--- src/rtl/chipper_pkg.sv ---
// rtl/chipper_pkg.sv - shared flit field definitions for the chipper input stage
package chipper_pkg;

  localparam int FLIT_W   = 10;
  localparam int INJ_W    = 9;
  localparam int GOLD_BIT = 9;
  localparam int DEST_HI  = 8;
  localparam int DEST_LO  = 6;
  localparam int PAY_HI   = 5;
  localparam int PAY_LO   = 0;

  localparam logic [2:0]        DEST_BUBBLE = 3'b111;
  localparam logic [FLIT_W-1:0] BUBBLE      = 10'h1C0;

  function automatic logic [2:0] flit_dest(input logic [FLIT_W-1:0] f);
    return f[DEST_HI:DEST_LO];
  endfunction

  function automatic logic is_bubble(input logic [FLIT_W-1:0] f);
    return f[DEST_HI:DEST_LO] == DEST_BUBBLE;
  endfunction

endpackage

--- src/rtl/chipper_inject_eject_if.sv ---
// rtl/chipper_inject_eject_if.sv - link, injection and ejection signals of the input stage
interface chipper_inject_eject_if;
  import chipper_pkg::*;

  logic [FLIT_W-1:0] inp1;
  logic [FLIT_W-1:0] inp2;
  logic [INJ_W-1:0]  inj_data;
  logic              inj_valid;
  logic              inj_ready;
  logic [FLIT_W-1:0] out1;
  logic [FLIT_W-1:0] out2;
  logic [FLIT_W-1:0] ej_data;
  logic              ej_valid;
  logic              inj_starve;

  modport master (
    output inp1, inp2, inj_data, inj_valid,
    input  inj_ready, out1, out2, ej_data, ej_valid, inj_starve
  );

  modport slave (
    input  inp1, inp2, inj_data, inj_valid,
    output inj_ready, out1, out2, ej_data, ej_valid, inj_starve
  );

endinterface

--- src/rtl/chipper_inject_eject_fifo.sv ---
// rtl/chipper_inject_eject_fifo.sv - local injection queue with registered occupancy
module flit_fifo
  import chipper_pkg::*;
#(
  parameter int DEPTH = 4,
  parameter int W     = INJ_W
) (
  input  logic               clk,
  input  logic               rst,
  input  logic               push_i,
  input  logic [W-1:0]       data_i,
  input  logic               pop_i,
  output logic [W-1:0]       head_o,
  output logic               full_o,
  output logic               empty_o,
  output logic [$clog2(DEPTH):0] count_o
);

  localparam int AW = $clog2(DEPTH);

  logic [W-1:0]  mem_q [DEPTH];
  logic [AW-1:0] wr_q, rd_q;
  logic [AW:0]   count_q, count_d;
  logic          push_ok, pop_ok;

  assign full_o  = count_q == (AW+1)'(DEPTH);
  assign empty_o = count_q == '0;
  assign count_o = count_q;
  assign head_o  = mem_q[rd_q];

  // Guard against overflow/underflow so a misbehaving caller cannot corrupt the pointers.
  assign push_ok = push_i && !full_o;
  assign pop_ok  = pop_i && !empty_o;

  // Occupancy next state.
  always_comb begin
    count_d = count_q;
    case ({push_ok, pop_ok})
      2'b10:   count_d = count_q + (AW+1)'(1);
      2'b01:   count_d = count_q - (AW+1)'(1);
      default: count_d = count_q;
    endcase
  end

  // Pointer and occupancy registers.
  always_ff @(posedge clk) begin
    if (rst) begin
      wr_q    <= '0;
      rd_q    <= '0;
      count_q <= '0;
    end else begin
      if (push_ok) wr_q <= wr_q + AW'(1);
      if (pop_ok)  rd_q <= rd_q + AW'(1);
      count_q <= count_d;
    end
  end

  // Storage; contents are don't-care while the pointers say empty.
  always_ff @(posedge clk) begin
    if (push_ok) mem_q[wr_q] <= data_i;
  end

endmodule

--- src/rtl/chipper_inject_eject.sv ---
// rtl/chipper_inject_eject.sv - eject one local flit, inject one queued flit, register both slots
module chipper_inject_eject
  import chipper_pkg::*;
#(
  parameter logic [2:0] LOCAL_ID     = 3'b110,
  parameter int         DEPTH        = 4,
  parameter int         STARVE_LIMIT = 15
) (
  input  logic                  clk,
  input  logic                  rst,
  chipper_inject_eject_if.slave bus
);

  localparam int SW = $clog2(STARVE_LIMIT + 1);

  logic [FLIT_W-1:0] out1_q, out1_d, out2_q, out2_d, ej_data_q, ej_data_d;
  logic              ej_valid_q, ej_valid_d;
  logic [SW-1:0]     starve_q, starve_d;
  logic [INJ_W-1:0]  head;
  logic              full, empty, push, pop;
  logic              cand1, cand2, take2;
  logic [$clog2(DEPTH):0] fifo_count;

  // Ready is low while reset is held so nothing is accepted in the reset cycle.
  assign bus.inj_ready = !full && !rst;
  // Bubble-addressed local flits are accepted but dropped.
  assign push = bus.inj_valid && bus.inj_ready && (bus.inj_data[8:6] != DEST_BUBBLE);

  flit_fifo #(.DEPTH(DEPTH), .W(INJ_W)) u_fifo (
    .clk     (clk),
    .rst     (rst),
    .push_i  (push),
    .data_i  (bus.inj_data),
    .pop_i   (pop),
    .head_o  (head),
    .full_o  (full),
    .empty_o (empty),
    .count_o (fifo_count)
  );

  // Slot logic: eject first, then fill the first bubble from the queue head.
  always_comb begin
    out1_d     = bus.inp1;
    out2_d     = bus.inp2;
    ej_data_d  = '0;
    ej_valid_d = 1'b0;
    pop        = 1'b0;
    cand1      = flit_dest(bus.inp1) == LOCAL_ID;
    cand2      = flit_dest(bus.inp2) == LOCAL_ID;
    // Slot 2 only wins a tie when it alone carries the golden bit.
    take2      = cand2 && (!cand1 || (bus.inp2[GOLD_BIT] && !bus.inp1[GOLD_BIT]));
    if (take2) begin
      ej_data_d  = bus.inp2;
      ej_valid_d = 1'b1;
      out2_d     = BUBBLE;
    end else if (cand1) begin
      ej_data_d  = bus.inp1;
      ej_valid_d = 1'b1;
      out1_d     = BUBBLE;
    end
    // empty reflects the registered count, so a flit pushed this cycle waits.
    if (!empty) begin
      if (is_bubble(out1_d)) begin
        out1_d = {1'b0, head};
        pop    = 1'b1;
      end else if (is_bubble(out2_d)) begin
        out2_d = {1'b0, head};
        pop    = 1'b1;
      end
    end
  end

  // Starvation count: runs while work is queued but blocked, saturating.
  always_comb begin
    starve_d = starve_q;
    if (empty || pop)                    starve_d = '0;
    else if (starve_q != SW'(STARVE_LIMIT)) starve_d = starve_q + SW'(1);
  end

  // Output and counter registers.
  always_ff @(posedge clk) begin
    if (rst) begin
      out1_q     <= BUBBLE;
      out2_q     <= BUBBLE;
      ej_data_q  <= '0;
      ej_valid_q <= 1'b0;
      starve_q   <= '0;
    end else begin
      out1_q     <= out1_d;
      out2_q     <= out2_d;
      ej_data_q  <= ej_data_d;
      ej_valid_q <= ej_valid_d;
      starve_q   <= starve_d;
    end
  end

  assign bus.out1       = out1_q;
  assign bus.out2       = out2_q;
  assign bus.ej_data    = ej_data_q;
  assign bus.ej_valid   = ej_valid_q;
  assign bus.inj_starve = starve_q == SW'(STARVE_LIMIT);

endmodule

--- src/flat_wrapper.sv ---
// flat-port wrapper written by rule: the top's interface ports become plain ports
module chipper_inject_eject_flat import chipper_pkg::*;
#(
  parameter logic [2:0] LOCAL_ID     = 3'b110,
  parameter int         DEPTH        = 4,
  parameter int         STARVE_LIMIT = 15
)
  (clk, rst, bus_inp1, bus_inp2, bus_inj_data, bus_inj_valid, bus_inj_ready, bus_out1, bus_out2, bus_ej_data, bus_ej_valid, bus_inj_starve);
  chipper_inject_eject_if bus_i ();
  input  logic clk;
  input  logic rst;
  input wire logic [$bits(bus_i.inp1)-1:0] bus_inp1;
  input wire logic [$bits(bus_i.inp2)-1:0] bus_inp2;
  input wire logic [$bits(bus_i.inj_data)-1:0] bus_inj_data;
  input wire logic [$bits(bus_i.inj_valid)-1:0] bus_inj_valid;
  output wire logic [$bits(bus_i.inj_ready)-1:0] bus_inj_ready;
  output wire logic [$bits(bus_i.out1)-1:0] bus_out1;
  output wire logic [$bits(bus_i.out2)-1:0] bus_out2;
  output wire logic [$bits(bus_i.ej_data)-1:0] bus_ej_data;
  output wire logic [$bits(bus_i.ej_valid)-1:0] bus_ej_valid;
  output wire logic [$bits(bus_i.inj_starve)-1:0] bus_inj_starve;
  assign bus_i.inp1 = bus_inp1;
  assign bus_i.inp2 = bus_inp2;
  assign bus_i.inj_data = bus_inj_data;
  assign bus_i.inj_valid = bus_inj_valid;
  assign bus_inj_ready = bus_i.inj_ready;
  assign bus_out1 = bus_i.out1;
  assign bus_out2 = bus_i.out2;
  assign bus_ej_data = bus_i.ej_data;
  assign bus_ej_valid = bus_i.ej_valid;
  assign bus_inj_starve = bus_i.inj_starve;
  chipper_inject_eject #(.LOCAL_ID(LOCAL_ID), .DEPTH(DEPTH), .STARVE_LIMIT(STARVE_LIMIT)) u_core (.clk(clk), .rst(rst), .bus(bus_i));
endmodule
--- config.mk ---
export PLATFORM = sky130hd
export DESIGN_NAME = chipper_inject_eject_flat
export DESIGN_NICKNAME = d
export VERILOG_FILES = /design/src/rtl/chipper_pkg.sv /design/src/rtl/chipper_inject_eject_if.sv /design/src/rtl/chipper_inject_eject_fifo.sv /design/src/rtl/chipper_inject_eject.sv /design/src/flat_wrapper.sv
export SDC_FILE = /design/constraint.sdc
export NUM_CORES = 1
export LEC_CHECK = 0
export ABC_AREA = 1
export CORE_MARGIN = 2
export CORE_UTILIZATION = 39
export CTS_BUF_LIST = sky130_fd_sc_hd__clkbuf_16
export DETAILED_ROUTE_END_ITERATION = 8
export GPL_TIMING_DRIVEN = 0
export HOLD_SLACK_MARGIN = 0.03
export SLEW_MARGIN = 25
export SYNTH_ARGS = -nofsm -noshare
export SYNTH_HDL_FRONTEND = slang
export SYNTH_HIERARCHICAL = 1
export SYNTH_SLANG_ARGS = --single-unit
--- constraint.sdc ---
create_clock -name clk -period 2.66 [get_ports clk]
set_input_delay 0.532 -clock clk [delete_from_list [all_inputs] [get_ports clk]]
set_output_delay 0.532 -clock clk [all_outputs]
set_load 0.02 [all_outputs]
Word level (Yosys, flattened, before mapping)
Memories as Yosys holds them, arrays and structs flattened. A register that Yosys moved wholly into a read port is not among the register bits.
Index checks and enable logic that the tools add are counted.
{"block": "word_totals", "register_bits": 42, "ramBits": 36, "inputBits": 32, "wordCells": 61, "mem_count": 1, "out_inout_bits": 33}
{"memory": "u_core.u_fifo.mem_q", "words": 4, "width": 9, "read_ports": 1, "rd_clocked_by_memory_dff": 1, "write_ports": 1, "line_no": "chipper_inject_eject_fifo.sv:21", "source": "logic [W-1:0] mem_q [DEPTH];"}
{"block": "classes", "n_addsub": 5, "mux": 20, "reduce_logical": 17, "eq_ne": 10}
{"op": "$mux W10", "n": 10}
{"op": "$eq A3 B3 Y1 const B", "n": 5}
{"op": "$logic_and A1 B1 Y1", "n": 7}
{"op": "$mux W1", "n": 7}
{"op": "$pmux W3 S2", "n": 1}
{"op": "$logic_not A1 Y1", "n": 5}
{"op": "$add A2 B1 Y2 const B", "n": 2}
{"op": "$add A4 B1 Y4 const B", "n": 1}
{"op": "$eq A4 B4 Y1 const B", "n": 1}
{"op": "$mux W2", "n": 2}
{"op": "$ne A4 B4 Y1 const B", "n": 1}
{"op": "$add A3 B1 Y3 const B", "n": 1}
{"op": "$logic_not A3 Y1", "n": 1}
{"op": "$ne A3 B3 Y1 const B", "n": 1}
{"op": "$sub A3 B1 Y3 const B", "n": 1}
{"op": "$eq A2 B1 Y1 const B", "n": 1}
{"op": "$eq A2 B2 Y1 const B", "n": 1}
{"op": "$logic_or A1 B1 Y1", "n": 2}
{"op": "$reduce_bool A2 Y1", "n": 1}
{"op": "$reduce_or A2 Y1", "n": 1}

Logic depth before layout (Yosys ltp)
{"block": "logic_depth", "depth_word": 12, "mapped_depth": 18, "depth_no_buf": 17}

Hierarchy
The synthesis kept the hierarchy.
{"module": "flit_fifo", "cells_each": 156, "area_per_inst_um2": 1855.5, "n_inst": 1}
{"module": "chipper_inject_eject", "cells_each": 196, "area_per_inst_um2": 1451.4, "n_inst": 1}

Worst setup path before layout
OpenSTA, ideal clock, no wires.
{"block": "synth_path", "kind": "input to register", "from": "in bus_inp1[7]", "to": "reg u_core.u_fifo.count_q[2], in the netlist u_core/u_fifo/count_o[2]", "setup_slack_ps": 187, "arrival_ps": 2360, "stages": 18, "setup_ps": 113, "path_cell_list": "nand2_2 -> nor2_4 -> nand2_2 -> nand2_2 -> o21bai_2 -> buf_4 -> a21oi_1 -> nand2_2 -> inv_2 -> ha_1 -> inv_1 -> fa_1 -> inv_1 -> nand2_1 -> nand3_1 -> nand2_1 -> nand2_1 -> nor2_1"}
{"block": "synth_between", "elab_chain_cells": 12, "word_cells_on_any_way": 17, "classes_between": "5 x eq/ne; 7 x mux; 5 x reduce/logical"}
{"element": "start, declared", "line_no": "flat_wrapper.sv:12", "source": "input wire logic [$bits(bus_i.inp1)-1:0] bus_inp1;"}
{"element": "$eq A3 B3 Y1", "line_no": "chipper_inject_eject.sv:48", "source": "cand1 = flit_dest(bus.inp1) == LOCAL_ID;"}
{"element": "$logic_not A1 Y1", "line_no": "chipper_inject_eject.sv:51", "source": "take2 = cand2 && (!cand1 || (bus.inp2[GOLD_BIT] && !bus.inp1[GOLD_BIT]));"}
{"element": "$logic_or A1 B1 Y1", "line_no": "chipper_inject_eject.sv:51"}
{"element": "$logic_and A1 B1 Y1", "line_no": "chipper_inject_eject.sv:51"}
{"element": "$mux W10", "line_no": "chipper_inject_eject.sv:52", "source": "if (take2) begin"}
{"element": "$eq A3 B3 Y1", "line_no": "chipper_pkg.sv:20", "source": "return f[DEST_HI:DEST_LO] == DEST_BUBBLE;"}
{"element": "$mux W1", "line_no": "chipper_inject_eject.sv:66", "source": "end else if (is_bubble(out2_d)) begin"}
{"element": "$mux W1 *", "line_no": "chipper_inject_eject.sv:63", "source": "if (is_bubble(out1_d)) begin"}
{"element": "$mux W1 *", "line_no": "chipper_inject_eject.sv:62", "source": "if (!empty) begin"}
{"element": "via u_core.pop", "line_no": "chipper_inject_eject.sv:20", "source": "logic full, empty, push, pop;"}
{"element": "$logic_and A1 B1 Y1 *", "line_no": "chipper_inject_eject_fifo.sv:33", "source": "assign pop_ok = pop_i && !empty_o;"}
{"element": "via u_core.u_fifo.pop_ok", "line_no": "chipper_inject_eject_fifo.sv:24", "source": "logic push_ok, pop_ok;"}
{"element": "$eq A2 B1 Y1 or $eq A2 B2 Y1 (tied branches)", "line_no": "chipper_inject_eject_fifo.sv:38", "source": "case ({push_ok, pop_ok})"}
{"element": "$pmux W3 S2 or $reduce_bool A2 Y1 (tied branches)"}
{"element": "end signal, assigned", "line_no": "chipper_inject_eject_fifo.sv:54", "source": "count_q <= count_d;"}
{"element": "end, declared", "line_no": "chipper_inject_eject_fifo.sv:23", "source": "logic [AW:0] count_q, count_d;"}
The timed path passes the listed nets; every way through them passes the cells marked *.
A chain may end at the register's enable or synchronous reset.

Worst setup path after layout
{"block": "layout_path", "from": "in bus_inp2[8]", "to": "reg u_core.u_fifo.count_q[2], in the netlist u_core/u_fifo/count_o[2]"}
{"block": "layout_between", "elab_chain_cells": 10, "word_cells_on_any_way": 14, "classes_between": "5 x eq/ne; 6 x mux; 3 x reduce/logical"}
{"element": "start, declared", "line_no": "flat_wrapper.sv:13", "source": "input wire logic [$bits(bus_i.inp2)-1:0] bus_inp2;"}
{"element": "$eq A3 B3 Y1", "line_no": "chipper_inject_eject.sv:49", "source": "cand2 = flit_dest(bus.inp2) == LOCAL_ID;"}
{"element": "$logic_and A1 B1 Y1", "line_no": "chipper_inject_eject.sv:51"}
{"element": "$mux W10", "line_no": "chipper_inject_eject.sv:52"}
{"element": "$eq A3 B3 Y1", "line_no": "chipper_pkg.sv:20"}
{"element": "$mux W1", "line_no": "chipper_inject_eject.sv:66"}
{"element": "$mux W1 *", "line_no": "chipper_inject_eject.sv:63"}
{"element": "$mux W1 *", "line_no": "chipper_inject_eject.sv:62"}
{"element": "via u_core.pop", "line_no": "chipper_inject_eject.sv:20"}
{"element": "$logic_and A1 B1 Y1 *", "line_no": "chipper_inject_eject_fifo.sv:33"}
{"element": "via u_core.u_fifo.pop_ok", "line_no": "chipper_inject_eject_fifo.sv:24"}
{"element": "$eq A2 B1 Y1 or $eq A2 B2 Y1 (tied branches)", "line_no": "chipper_inject_eject_fifo.sv:38"}
{"element": "$pmux W3 S2 or $reduce_bool A2 Y1 (tied branches)"}
Marked as above.

==> flow_metrics.env <==
export IMPL_outcome="completed"
export IMPL_p_sw_share_pct=26.1
export IMPL_ys_warn_count=6
export IMPL_utilization_pct=54.5
export IMPL_clockBufferDepth=2
export IMPL_required_ps=2890
export IMPL_crit_fanout=5
export IMPL_drtAntennaViolNets=0
export IMPL_fp_row_count=33
export IMPL_start_util_pct=40.2
export IMPL_grt_pass1_wl_um=11800
export IMPL_grt_pass1_vias=2462
export IMPL_hold_class="reg -> reg"
export IMPL_drv_slew=0
export IMPL_design_area_sq_um=4480
export IMPL_netlist_area_leader_share_pct=32.7
export IMPL_p_clk_share_pct=41.8
export IMPL_grtUsageTotal_pct=17.1
export IMPL_synth_main_ff_cell="dfxtp_1"
export IMPL_cp_end_kind="flip-flop"
export IMPL_synth_area_leaders="edfxtp_1 33%, dfxtp_1 27%, nand2_1 8.5%"
export IMPL_power_frac_comb_pct=13.8
export IMPL_syn_avg_cell_area_sq_um=9.39
export IMPL_hpwl_um=5190
export IMPL_h_tree_depth=3
export IMPL_numCtsBuffers=9
export IMPL_critical_path_class="in -> reg"
export IMPL_async_flop_share_pct=0
export IMPL_grt_ovfl_total=0
export IMPL_path_clk_slew_ps=60
export IMPL_dieArea_sq_um=9230
export IMPL_clkLatencyLatePin_ps=330
export IMPL_syn_num_nets=391
export IMPL_netSwitchingPower_w=0.000798
export IMPL_coreArea_sq_um=8220
export IMPL_cp_data_arrival_time_ps=2680
export IMPL_dp_cells=521
export IMPL_drt_pass1_iter_count=4
export IMPL_hold_violations=0
export IMPL_cts_tree="yes"
export IMPL_worst_pin_slew_ps=903
export IMPL_fin_nets=469
export IMPL_p_int_w=0.00227
export IMPL_die_height_um=96.1
export IMPL_synth_area_sq_um=3310
export IMPL_grt_max_degree=17
export IMPL_finClkSkew_ps=4.89
export IMPL_vias_per_cell=4.81
export IMPL_critPathLaunchType="primary input"
export IMPL_fin_cells=540
export IMPL_synth_most_common_cell="nand2_1"
export IMPL_yosys_top_cells_count="75 x nand2_1, 51 x nor2_1, 44 x dfxtp_1"
export IMPL_drc_errors=0
export IMPL_ys_seq_area_share_pct=59.3
export IMPL_area_growth_pct=35.5
export IMPL_gp_congestion=0.796
export IMPL_fin_crit_ps=2450
export IMPL_synth_edf_count=36
export IMPL_antenna_found_initial=0
export IMPL_p_leak_nw=1.84
export IMPL_total_power_w=0.00306
export IMPL_setup_viol=0
export IMPL_post_route_period_util_pct=92.0
export IMPL_diodes=0
export IMPL_p_seq_share_pct=44.4
export IMPL_pwr_density_cell_nw_per_um2=684
export IMPL_hold_ws_ps=492
export IMPL_cap_violations=0
export IMPL_synth_seq_cells=80
export IMPL_ys_types=33
export IMPL_vdd_drop_max_mv=0.347
export IMPL_wl_um=7440
export IMPL_vias=2598
export IMPL_clock_root_buffer="clkbuf_16"
export IMPL_max_slew_margin_pct=39.6
export IMPL_wl_per_cell_um=13.8
export IMPL_io_buffers=64
export IMPL_dr_first_iter_drc_count=82
export IMPL_drive_above_1_share_pct=11.3
export IMPL_placed_cell_area_sq_um=4080
export IMPL_cts_sinks=80
export IMPL_syn_inst=352
export IMPL_n_fill_cell=748
export IMPL_io_pins=65
export IMPL_max_freq_mhz=409
export IMPL_die_w_um=96.1
export IMPL_synth_top_cell_by_area="edfxtp_1"
per-stage QoR:
| step | setup TNS (ps) | setup WS (ps) |
|---|---|---|
| 2_1_floorplan | 0 | 187 |
| 3_3_place_gp | -12410 | -661 |
| 3_5_place_dp | -12590 | -689 |
| 4_1_cts | 0 | 19.2 |
| 5_1_grt | -5.19 | -5.19 |
| 6_report | 0 | 213 |
state kept, by name (all words and copies together) (netlist names), named ones only:
register,flops
u_core/bus.ej_data,10
u_core/starve_q,4
u_core/bus.out1,10
u_core/u_fifo/mem_q,36
u_core/u_fifo/wr_q,2
u_core/u_fifo/count_o,3
u_core/bus.ej_valid,1
u_core/bus.out2,10
u_core/u_fifo/rd_q,2
layout by cell type, fill, tap and decap left out, types with 4 or more instances in the layout:
cell type,synthesis,routed
edfxtp_1,36,36
dfxtp_1,44,44
nand2_2,6,6
nor2_1,51,50
nand3_1,19,19
a21oi_1,22,21
buf_6,4,5
clkbuf_16,0,9
nand2_1,75,73
nand2_4,2,4
clkdlybuf4s50_1,0,56
a21boi_0,4,4
inv_1,28,28
o21ai_0,21,21
ha_1,6,6
buf_4,3,5
dlymetal6s2s_1,0,6
o22ai_1,9,9
power groups by stage:
| stage | Combinational (W) | Clock (W) | Sequential, W |
|---|---|---|---|
| 2_1_floorplan | 0.000192 | 0 | 0.00143 |
| 3_3_place_gp | 0.000405 | 0 | 0.00139 |
| 3_5_place_dp | 0.000409 | 0 | 0.00139 |
| 4_1_cts | 0.000421 | 0.00132 | 0.00136 |
| 5_1_grt | 0.000466 | 0.00138 | 0.00137 |
| 6_report | 0.000422 | 0.00128 | 0.00136 |
kinds of logic after synthesis:
| logic type | Yosys count | share of synthesized area [%] |
|---|---|---|
| other cells | 1 | 0.113 |
| fa+ha+maj | 7 | 2.88 |
| compound gates | 63 | 10.8 |
| flops | 80 | 59.3 |
| simple gates | 161 | 20.9 |
| buf+inv | 40 | 5.98 |
final cells by class:
class / instances / area [sq um] / share of cell area [%]
flip-flops and latches: 80 / 1960 / 43.8
multi-input cells: 232 / 1200 / 26.7
repair buffers: 67 / 676 / 15.1
clock buffers: 9 / 225 / 5.03
well taps: 105 / 131 / 2.93
inverters: 31 / 121 / 2.71
clock inverters: 7 / 86.3 / 1.93
plain buffers: 9 / 80.1 / 1.79
worst max-delay path, cell delays in order:
cell and delay (ps):
clkdlybuf4s50_1 440, nand2_2 100, nor2_4 50, nand2_4 110
o21bai_4 80, buf_6 140, a21oi_4 140, nand2_2 80
inv_2 70, ha_1 150, inv_1 70, fa_2 340
inv_1 70, nand2_1 50, nand3_1 90, nand2_1 60
nand2_1 50, nor2_1 40
layer usage:
| layer | track usage (%) | wire (um) | share of wire, % | vias up |
|---|---|---|---|---|
| li1 | - | - | - | 1328 |
| met1 | 21.0 | 3430 | 46 | 1198 |
| met2 | 28.9 | 3540 | 48 | 70 |
| met3 | 5.25 | 458 | 6.2 | 2 |
| met4 | 4.64 | 15 | 0.20 | 0 |
| met5 | 0 | 0 | 0 | - |
final timing paths:
| kind | start | to | slack, ps | cells past startpoint |
|---|---|---|---|---|
| worst max-delay path | bus_inp2[8] | u_core/u_fifo/count_o[2]$_SDFFE_PP0P_ | 210 | 18 |
| worst min-delay path | u_core/starve_q[1]$_SDFFE_PP0N_ | u_core/starve_q[1]$_SDFFE_PP0N_ | 490 | 2 |
| worst max register to register | u_core/u_fifo/count_o[1]$_SDFFE_PP0P_ | u_core/u_fifo/mem_q[1][6]$_DFFE_PP_ | 420 | 8 |
| worst min register to register | u_core/starve_q[1]$_SDFFE_PP0N_ | u_core/starve_q[1]$_SDFFE_PP0N_ | 490 | 2 |
what timing repair did:
| action | 4_1_cts | 5_1_grt |
|---|---|---|
| hold endpoints to repair | 0 | 0 |
| pin swaps | 2 | 0 |
| setup buffers | 3 | 0 |
| gates resized for setup | 8 | 12 |
| endpoints found under the setup margin | 2 | 38 |
| hold buffers | 0 | 0 |
(Power assumes the default switching activity.)
